## src/rtl/ray_gen_scan.sv

```systemverilog
// ray_gen_scan: raster-order primary-ray generator, one (origin, direction) pair per accepted transfer.
// Latency: first ray is valid one cycle after start; each following ray appears the cycle after a transfer (no bubbles).
// Backpressure: ray_vld/ray_rdy handshake; all ray outputs and flags hold while ray_vld && !ray_rdy.
// Optional build macro RAY_GEN_CONT_EN: continuous frames (FIN reloads and returns to RUN, one bubble per frame).
module ray_gen_scan #(
  parameter int WIDTH = 32,
  parameter int FRAC  = 16,
  parameter int H_RES = 640,
  parameter int V_RES = 480
) (
  input  logic             clk,
  input  logic             rst_n,
  input  logic             start,
  input  logic [WIDTH-1:0] cam_x,
  input  logic [WIDTH-1:0] cam_y,
  input  logic [WIDTH-1:0] cam_z,
  input  logic [WIDTH-1:0] step,
  input  logic [WIDTH-1:0] focal,
  input  logic             ray_rdy,
  output logic             ray_vld,
  output logic [WIDTH-1:0] ax,
  output logic [WIDTH-1:0] ay,
  output logic [WIDTH-1:0] az,
  output logic [WIDTH-1:0] bx,
  output logic [WIDTH-1:0] by,
  output logic [WIDTH-1:0] bz,
  output logic [15:0]      pix_x,
  output logic [15:0]      pix_y,
  output logic             sof,
  output logic             eol,
  output logic             eof,
  output logic             busy,
  output logic             done
);

  // FRAC only fixes how the coordinate bits are read; an impossible setting
  // leaves this named marker in the elaborated hierarchy.
  if (FRAC >= WIDTH) begin : g_frac_out_of_range
  end

  localparam logic [WIDTH-1:0] HALF_H = WIDTH'(H_RES >> 1);
  localparam logic [WIDTH-1:0] HALF_V = WIDTH'(V_RES >> 1);
  localparam logic [15:0]      LAST_X = 16'(H_RES - 1);
  localparam logic [15:0]      LAST_Y = 16'(V_RES - 1);

  typedef enum logic [1:0] {
    S_IDLE = 2'd0,
    S_RUN  = 2'd1,
    S_FIN  = 2'd2
  } state_t;

  state_t           r_state;
  state_t           w_state_nxt;

  logic [WIDTH-1:0] r_ax;
  logic [WIDTH-1:0] r_ay;
  logic [WIDTH-1:0] r_az;
  logic [WIDTH-1:0] r_bx;
  logic [WIDTH-1:0] r_by;
  logic [WIDTH-1:0] r_bz;
  logic [WIDTH-1:0] r_step;
  logic [WIDTH-1:0] r_bx0;
  logic [WIDTH-1:0] r_by0;
  logic [15:0]      r_pix_x;
  logic [15:0]      r_pix_y;
  logic             r_vld;

  logic [WIDTH-1:0] w_bx0;
  logic [WIDTH-1:0] w_by0;
  logic             w_load;
  logic             w_reload;
  logic             w_xfer;
  logic             w_last_x;
  logic             w_last_y;
  logic             w_done;
  logic             w_busy;

  // Row-start direction: leftmost column and top row of the image plane.
  // These constant-by-register products run only in the start cycle; the
  // per-pixel path is adders only. Results wrap to WIDTH bits.
  assign w_bx0 = -(HALF_H * step);
  assign w_by0 = HALF_V * step;

  assign w_load   = (r_state == S_IDLE) && start;
  assign w_xfer   = (r_state == S_RUN) && r_vld && ray_rdy;
  assign w_last_x = (r_pix_x == LAST_X);
  assign w_last_y = (r_pix_y == LAST_Y);

`ifdef RAY_GEN_CONT_EN
  assign w_reload = (r_state == S_FIN);
`else
  assign w_reload = 1'b0;
`endif

  // FSM state register.
  always_ff @(posedge clk or negedge rst_n) begin
    if (!rst_n) begin
      r_state <= S_IDLE;
    end else begin
      r_state <= w_state_nxt;
    end
  end

  // FSM next state and status outputs; start is only honoured in IDLE.
  always_comb begin
    w_state_nxt = r_state;
    w_done      = 1'b0;
    w_busy      = 1'b0;
    case (r_state)
      S_IDLE: begin
        if (start) begin
          w_state_nxt = S_RUN;
        end
      end
      S_RUN: begin
        w_busy = 1'b1;
        if (w_xfer && w_last_x && w_last_y) begin
          w_state_nxt = S_FIN;
        end
      end
      S_FIN: begin
        w_done = 1'b1;
`ifdef RAY_GEN_CONT_EN
        w_busy      = 1'b1;
        w_state_nxt = S_RUN;
`else
        w_state_nxt = S_IDLE;
`endif
      end
      default: begin
        w_state_nxt = S_IDLE;
      end
    endcase
  end

  // Frame parameters: captured once per start, reused by continuous reloads.
  always_ff @(posedge clk or negedge rst_n) begin
    if (!rst_n) begin
      r_ax   <= '0;
      r_ay   <= '0;
      r_az   <= '0;
      r_bz   <= '0;
      r_step <= '0;
      r_bx0  <= '0;
      r_by0  <= '0;
    end else if (w_load) begin
      r_ax   <= cam_x;
      r_ay   <= cam_y;
      r_az   <= cam_z;
      r_bz   <= focal;
      r_step <= step;
      r_bx0  <= w_bx0;
      r_by0  <= w_by0;
    end
  end

  // Scan position and incremental direction; only advances on a transfer,
  // so a stalled ray stays exactly as presented.
  always_ff @(posedge clk or negedge rst_n) begin
    if (!rst_n) begin
      r_bx    <= '0;
      r_by    <= '0;
      r_pix_x <= '0;
      r_pix_y <= '0;
      r_vld   <= 1'b0;
    end else if (w_load) begin
      r_bx    <= w_bx0;
      r_by    <= w_by0;
      r_pix_x <= '0;
      r_pix_y <= '0;
      r_vld   <= 1'b1;
    end else if (w_reload) begin
      r_bx    <= r_bx0;
      r_by    <= r_by0;
      r_pix_x <= '0;
      r_pix_y <= '0;
      r_vld   <= 1'b1;
    end else if (w_xfer) begin
      if (!w_last_x) begin
        r_pix_x <= r_pix_x + 16'd1;
        r_bx    <= r_bx + r_step;
      end else if (!w_last_y) begin
        r_pix_x <= '0;
        r_pix_y <= r_pix_y + 16'd1;
        r_bx    <= r_bx0;
        r_by    <= r_by - r_step;
      end else begin
        // Last pixel of the frame: position holds, valid drops with FIN.
        r_vld   <= 1'b0;
      end
    end
  end

  assign ray_vld = r_vld;
  assign ax      = r_ax;
  assign ay      = r_ay;
  assign az      = r_az;
  assign bx      = r_bx;
  assign by      = r_by;
  assign bz      = r_bz;
  assign pix_x   = r_pix_x;
  assign pix_y   = r_pix_y;
  // Flags only mean something alongside a valid ray.
  assign sof     = r_vld && (r_pix_x == 16'd0) && (r_pix_y == 16'd0);
  assign eol     = r_vld && w_last_x;
  assign eof     = r_vld && w_last_x && w_last_y;
  assign busy    = w_busy;
  assign done    = w_done;

endmodule

```

## config.mk

```make
export PLATFORM = sky130hd
export DESIGN_NAME = ray_gen_scan
export DESIGN_NICKNAME = d
export VERILOG_FILES = /design/src/rtl/ray_gen_scan.sv
export SDC_FILE = /design/constraint.sdc
export NUM_CORES = 1
export LEC_CHECK = 0
export ABC_AREA = 1
export BUFFER_PORTS_ARGS = -buffer_cell sky130_fd_sc_hd__clkbuf_2
export CAP_MARGIN = 20
export CORE_MARGIN = 8
export CORE_UTILIZATION = 62
export CTS_CLUSTER_SIZE = 12
export DETAILED_ROUTE_END_ITERATION = 6
export PLACE_DENSITY_LB_ADDON = 0.2
export SKIP_LAST_GASP = 1
export SLEW_MARGIN = 20
export SYNTH_ARGS = -nofsm -noshare
export SYNTH_HDL_FRONTEND = slang
export SYNTH_SLANG_ARGS = --single-unit
```

## constraint.sdc

```tcl
create_clock -name clk -period 4.4 [get_ports clk]
set_input_delay 0.22 -clock clk [delete_from_list [all_inputs] [get_ports clk]]
set_output_delay 0.22 -clock clk [all_outputs]
set_load 0.01 [all_outputs]
```

# Word-level counts from Yosys, hierarchy flattened
# Cells that the tools add are included.
totals:
  ff_bits: 291
  in_bits: 164
  output_inout_bits: 230
  elab_cells: 71
op_classes:
  mux: 25
  multipliers: 2
  eq_ne: 8
  n_reduce_logical: 19
  add_sub_neg: 5
op_table:
  columns: ["operator", "n"]
  rows:
  - ["$mux W32", 8]
  - ["$mux W16", 8]
  - ["$add A16 B1 Y16 const B", 2]
  - ["$add A32 B32 Y32", 1]
  - ["$logic_not A16 Y1", 2]
  - ["$mul A3 B32 Y26 const A", 1]
  - ["$mul A4 B32 Y28 const A", 1]
  - ["$neg A32 Y32", 1]
  - ["$sub A32 B32 Y32", 1]
  - ["$eq A16 B10 Y1 const B", 1]
  - ["$eq A16 B9 Y1 const B", 1]
  - ["$logic_and A1 B1 Y1", 9]
  - ["$mux W1", 6]
  - ["$reduce_and A3 Y1", 2]
  - ["$reduce_bool A2 Y1", 3]
  - ["$mux W2", 2]
  - ["$ne A2 B2 Y1 const B", 2]
  - ["$pmux W2 S2", 1]
  - ["$reduce_and A2 Y1", 2]
  - ["$ne A3 B3 Y1 const B", 1]
  - ["$eq A2 B1 Y1 const B", 1]
  - ["$eq A2 B2 Y1 const B", 1]
  - ["$logic_not A2 Y1", 1]
  - ["$ne A2 B1 Y1 const B", 1]

# Depth between registers and ports, before layout
depth:
  depth_word: 7
  mapped_depth: 21
  depth_no_buf: 20

# Least setup slack after synthesis
# No wires, ideal clock.
synth_path:
  path_kind: "in2reg"
  start: "input port step[4]"
  end: "register r_by[24] (netlist: by[24])"
  cell_stages: 18
  t_arrival_ns: 2.951
  path_slack_ns: 1.333
  required_time_ns: 4.283
  setup_ns: 0.117
  path_buffers: 0
  cell_sequence: "inv_1 -> fa_1 -> fa_1 -> inv_1 -> ha_1 -> nand2_1 -> o21ai_0 -> nand2_1 -> nand2_1 -> nand2_1 -> nand2_1 -> a31oi_1 -> o21ai_0 -> nand2_1 -> nand3_1 -> nand2_1 -> nand2_1 -> nand2_1"
synth_between:
  elab_chain_len: 2
synth_rtl:
  columns: ["element", "line_no", "source"]
  rows:
  - ["start: declaration", "17", "input logic [WIDTH-1:0] step,"]
  - ["$mul A4 B32 Y28", "82", "assign w_by0 = HALF_V * step;"]
  - ["$mux W32", "166", "end else if (w_load) begin"]
  - ["end signal: assignment", "168", "r_by <= w_by0;"]
  - ["end signal: assignment", "174", "r_by <= r_by0;"]
  - ["end signal: assignment", "186", "r_by <= r_by - r_step;"]
  - ["end: declaration", "59", "logic [WIDTH-1:0] r_by;"]
# Every way passes these cells.
# A chain may end at the register's enable or synchronous reset.

# Worst setup path after layout
layout_path:
  start: "register r_pix_x[0] (netlist: pix_x[0])"
  end: "register r_pix_x[11] (netlist: pix_x[11])"
layout_between:
  elab_chain_len: 4
  word_cells_on_any_way: 7
  classes_between: "1 x add/sub; 2 x eq/ne; 3 x mux; 1 x reduce/logical"
layout_rtl:
  columns: ["element", "line_no", "source"]
  rows:
  - ["start: declaration", "64", "logic [15:0] r_pix_x;"]
  - ["start signal: assignment", "180", "r_pix_x <= r_pix_x + 16'd1;"]
  - ["$add A16 B1 Y16 or $eq A16 B10 Y1 (tied branches)", "180, 86", null]
  - ["$mux W16", "179", "if (!w_last_x) begin"]
  - ["$mux W16", "178", "end else if (w_xfer) begin"]
  - ["$mux W16", "166", null]
# Several ways; a longest one is shown, not always the timed one. The select of a mux whose other input is x is not followed.

==> run_results.csv <==
group,metric,value,unit
synthesis,yosys.cell_types.count,51,
timing,fin_crit,3480,ps
global_routing,track_usage,39.3,%
layout,fillers,2241,
global_routing,overflow,0,
job,drv_cap,0,
pwr,p_sw_share,36.9,%
pwr,p_sw,3.06,mW
synthesis,syn_nets,3209,
timing,drv_slew,0,
status,status,"finished, final reports clean",
timing,period_share,79.1,%
clock_tree,cts_setup_buffers,0,
route,drc,0,
synthesis,synthesis.area,20600,sq um
route,post_drt_wl_per_cell,20.6,microns
global_routing,antenna_found_initial,3,
synthesis,ys_ff_latch,284,
setup_path,start_kind,"flop",
setup_path,r2r-end,"pix_x[11]$_DFFE_PN0P_",
floorplan,die_area,39300,sq um
layout,final_nets,3710,
synthesis,synth-seq-area-share,34.5,%
setup_path,critPathLaunch,"pix_x[0]$_DFFE_PN0P_",
floorplan,die_h,198,microns
timing,setup_viol,0,
route,vias_per_cell,5.96,
place,hpwl,54300,microns
place,io_buffers,393,
min_path,hold_class,"input pin to flop",
setup_path,end_kind,"flop",
floorplan,io_pins,394,
pwr,seqPwrFrac,34.7,%
clock_tree,cts_htree_levels,2,
timing,tightest_slew,989,ps
clock_tree,clock-sinks,284,
place,pre_cts_slack,723,ps
clock_tree,clockBufferDepth,3,
global_routing,use_met1,46.8,%
min_path,hold_depth,3,
setup_path,crit_end,"pix_x[11]$_DFFE_PN0P_",
synthesis,avgSynthCellArea,7.22,sq um
synthesis,synth.area.top_cells,"dfrtp_1 (34%), nand2_1 (17%), ha_1 (8.4%), inv_1 (5.8%), fa_1 (5.0%)",
setup_path,worst_ep_arrival_time,3920,ps
clock_tree,cts_buffers,34,
setup_path,r2r_start,"pix_x[0]$_DFFE_PN0P_",
setup_path,worstPathMaxFanout,39,
layout,utilization,77.8,%
global_routing,grt_pass1_wl,122000,microns
global_routing,met3_usage,8.20,%
global_routing,grt_start_max_net_pins,100,
setup_path,r2r_slack,920,ps
layout,drive_gt1_share,16.0,%
pwr,p_int,5.24,mW
setup_path,r2r.worst_path.cells,13,
clock_tree,cts_root_buf,"clkbuf_16",
pwr,ir_drop,286,uV
timing,hold_viol,0,
pwr,p_leak,14.0,nW
synthesis,syn-instance-count,2854,
timing,rsz0062_at_grt,"no",
floorplan,row_count,66,
floorplan,initial_core_util,63.2,%
route,antenna_left,0,
global_routing,top_usage_layer,"met2",
synthesis,yosysWarnings,0,
global_routing,grt_pass1_vias,22800,
route,via_count,22800,
synthesis,synth_top_area_share,34.5,%
timing,fmaxAchievable,0.287,GHz
floorplan,core-area,32600,sq um
synthesis,synth_async_sr_flop_share,100,%
pwr,combPwrFrac,32.4,%
timing,max_slew_margin,34.1,%
setup_path,critPathRequiredTime,4840,ps
clock_tree,post_cts_resized,0,
place,dp.cells,3628,
floorplan,fp.dieW,198,microns
clock_tree,path_clk_slew,60,ps
route,dr.pass1.iters,6,
layout,final_cell_count_no_fill,3829,
route,totalWireLength,78800,microns
synthesis,synth_largest_area_cell,"dfrtp_1",
route,first_iter_violations,2386,
timing,fin_skew,17.5,ps
synthesis,synth_edf_count,0,
setup_path,critPathKind,"flop to flop",
global_routing,grt_use_met2,65.1,%
place,gp_congestion,0.990,
clock_tree,cts_tree,"yes",
synthesis,ys.flop_type,"dfrtp_1",
timing,fin_ws,918,ps
clock_tree,hold_buffers,133,
pwr,p_total,8.30,mW
timing,setup_tns,0,ps
pwr,clock_power_share,33.0,%
clock_tree,insertion_delay,530,ps
layout,syn_to_final_growth,23.2,%
pwr,power_density,327,nW/um^2
-- Yosys cell counts (8+ instances only) --
cell / number
a21oi_1: 184
nor2_2: 12
fa_1: 52
xor2_1: 31
nor2_1: 198
clkbuf_1: 48
nand2_2: 21
inv_2: 18
nand3_1: 134
o21bai_1: 10
nand2_1: 935
o21a_1: 16
ha_1: 139
o31ai_1: 13
buf_2: 14
inv_1: 320
a31oi_1: 29
nor2_4: 8
nand4_1: 32
nor4_1: 12
dfrtp_1: 284
nor3_1: 38
o21ai_1: 10
xnor2_1: 19
a21o_1: 11
o21ai_0: 200
nand3_2: 8
-- cell usage in the layout, fill, tap and decap left out, types with 10 or more instances in the layout --
master         instances
nand4_1               32
ha_1                 139
nand3_1              134
dlygate4sd3_1        133
nand2_2               21
o21ai_1               10
a21oi_1              184
inv_2                 18
nand2_1              934
nor3_1                38
o21a_1                16
fa_1                  52
a31oi_1               29
nor2_1               198
nor2_2                12
inv_1                319
o21ai_0              200
xnor2_1               19
a21o_1                11
dfrtp_1              284
clkbuf_2             392
clkbuf_1              10
clkbuf_16             34
o21bai_1              10
nor4_1                12
xor2_1                31
o31ai_1               13
-- per-layer routing --
| metal | share of wire (%) | vias to the layer above |
|---|---|---|
| met4 | 6.5 | 0 |
| met3 | 10 | 380 |
| met2 | 47 | 1524 |
| met1 | 36 | 10700 |
| li1 | - | 10300 |
| met5 | 0 | - |
-- state kept, by name (all words and copies together) (netlist names) --
register	flops
ax	32
ay	32
az	32
bx	32
by	32
bz	32
pix_x	16
pix_y	16
r_bx0	25
r_state	2
r_step	32
ray_vld	1
-- worst min-delay path by stage --
stage	from	end	slack [ps]
2_1_floorplan	rst_n	ax[0]$_DFFE_PN0P_	-80
3_3_place_gp	rst_n	bx[14]$_DFFE_PN0P_	300
3_5_place_dp	rst_n	r_bx0[15]$_DFFE_PN0P_	310
6_report	step[26]	r_step[26]$_DFFE_PN0P_	20
5_1_grt	step[26]	r_step[26]$_DFFE_PN0P_	40
4_1_cts	step[26]	r_step[26]$_DFFE_PN0P_	9
-- cells by family (layout without fill, tap and decap cells) --
kind of cell               Yosys count  in the layout  share of synthesized area (%)
xor gates and xnor gates            50             50                           2.12
AOI/OAI and AO/OA                  501            501                           13.4
other                                0              7                              0
buffers and inverters              411            937                           7.68
adders and majority gates          191            191                           13.5
DFF                                284            284                           34.5
and+or+nand+nor                   1417           1417                           28.9
-- power by group through the flow --
stage	clock [mW]	combinational, mW	sequential (mW)
global route	2.85	2.98	2.89
global placement	0	2.42	2.92
finish	2.74	2.69	2.88
floorplan	0	1.67	2.92
CTS	2.72	2.61	2.87
detailed placement	0	2.48	2.92
-- critical path, cell delays in order (launching register included) --
cell     delay [ps]
dfrtp_1         400
ha_1            200
nand2_1          70
nor2_1          140
nand2_1         120
nor2_2          180
nand2_2         320
inv_2           380
nor2_4          120
nor2_8          460
nor2_8          140
inv_2           530
o21ai_0         180
a21oi_1         140
-- final cells by class --
class	instances	area (sq um)	area share [%]
multi-input cells	2159	11900	47.0
flip-flops and latches	284	7110	28.0
well taps	442	553	2.18
diodes	7	17.5	0.0690
clock inverters	11	87.6	0.345
repair buffers	538	3450	13.6
clock buffers	50	971	3.82
inverters	338	1270	5.02
-- per-stage QoR --
step           cell area [sq um]  hold slack [ps]
6_report                   25400             23.4
2_1_floorplan              20600            -75.6
3_3_place_gp               23000              299
3_5_place_dp               23000              307
5_1_grt                    25400             36.3
4_1_cts                    25400             8.68
No activity file was read; power rests on OpenSTA's default activity.
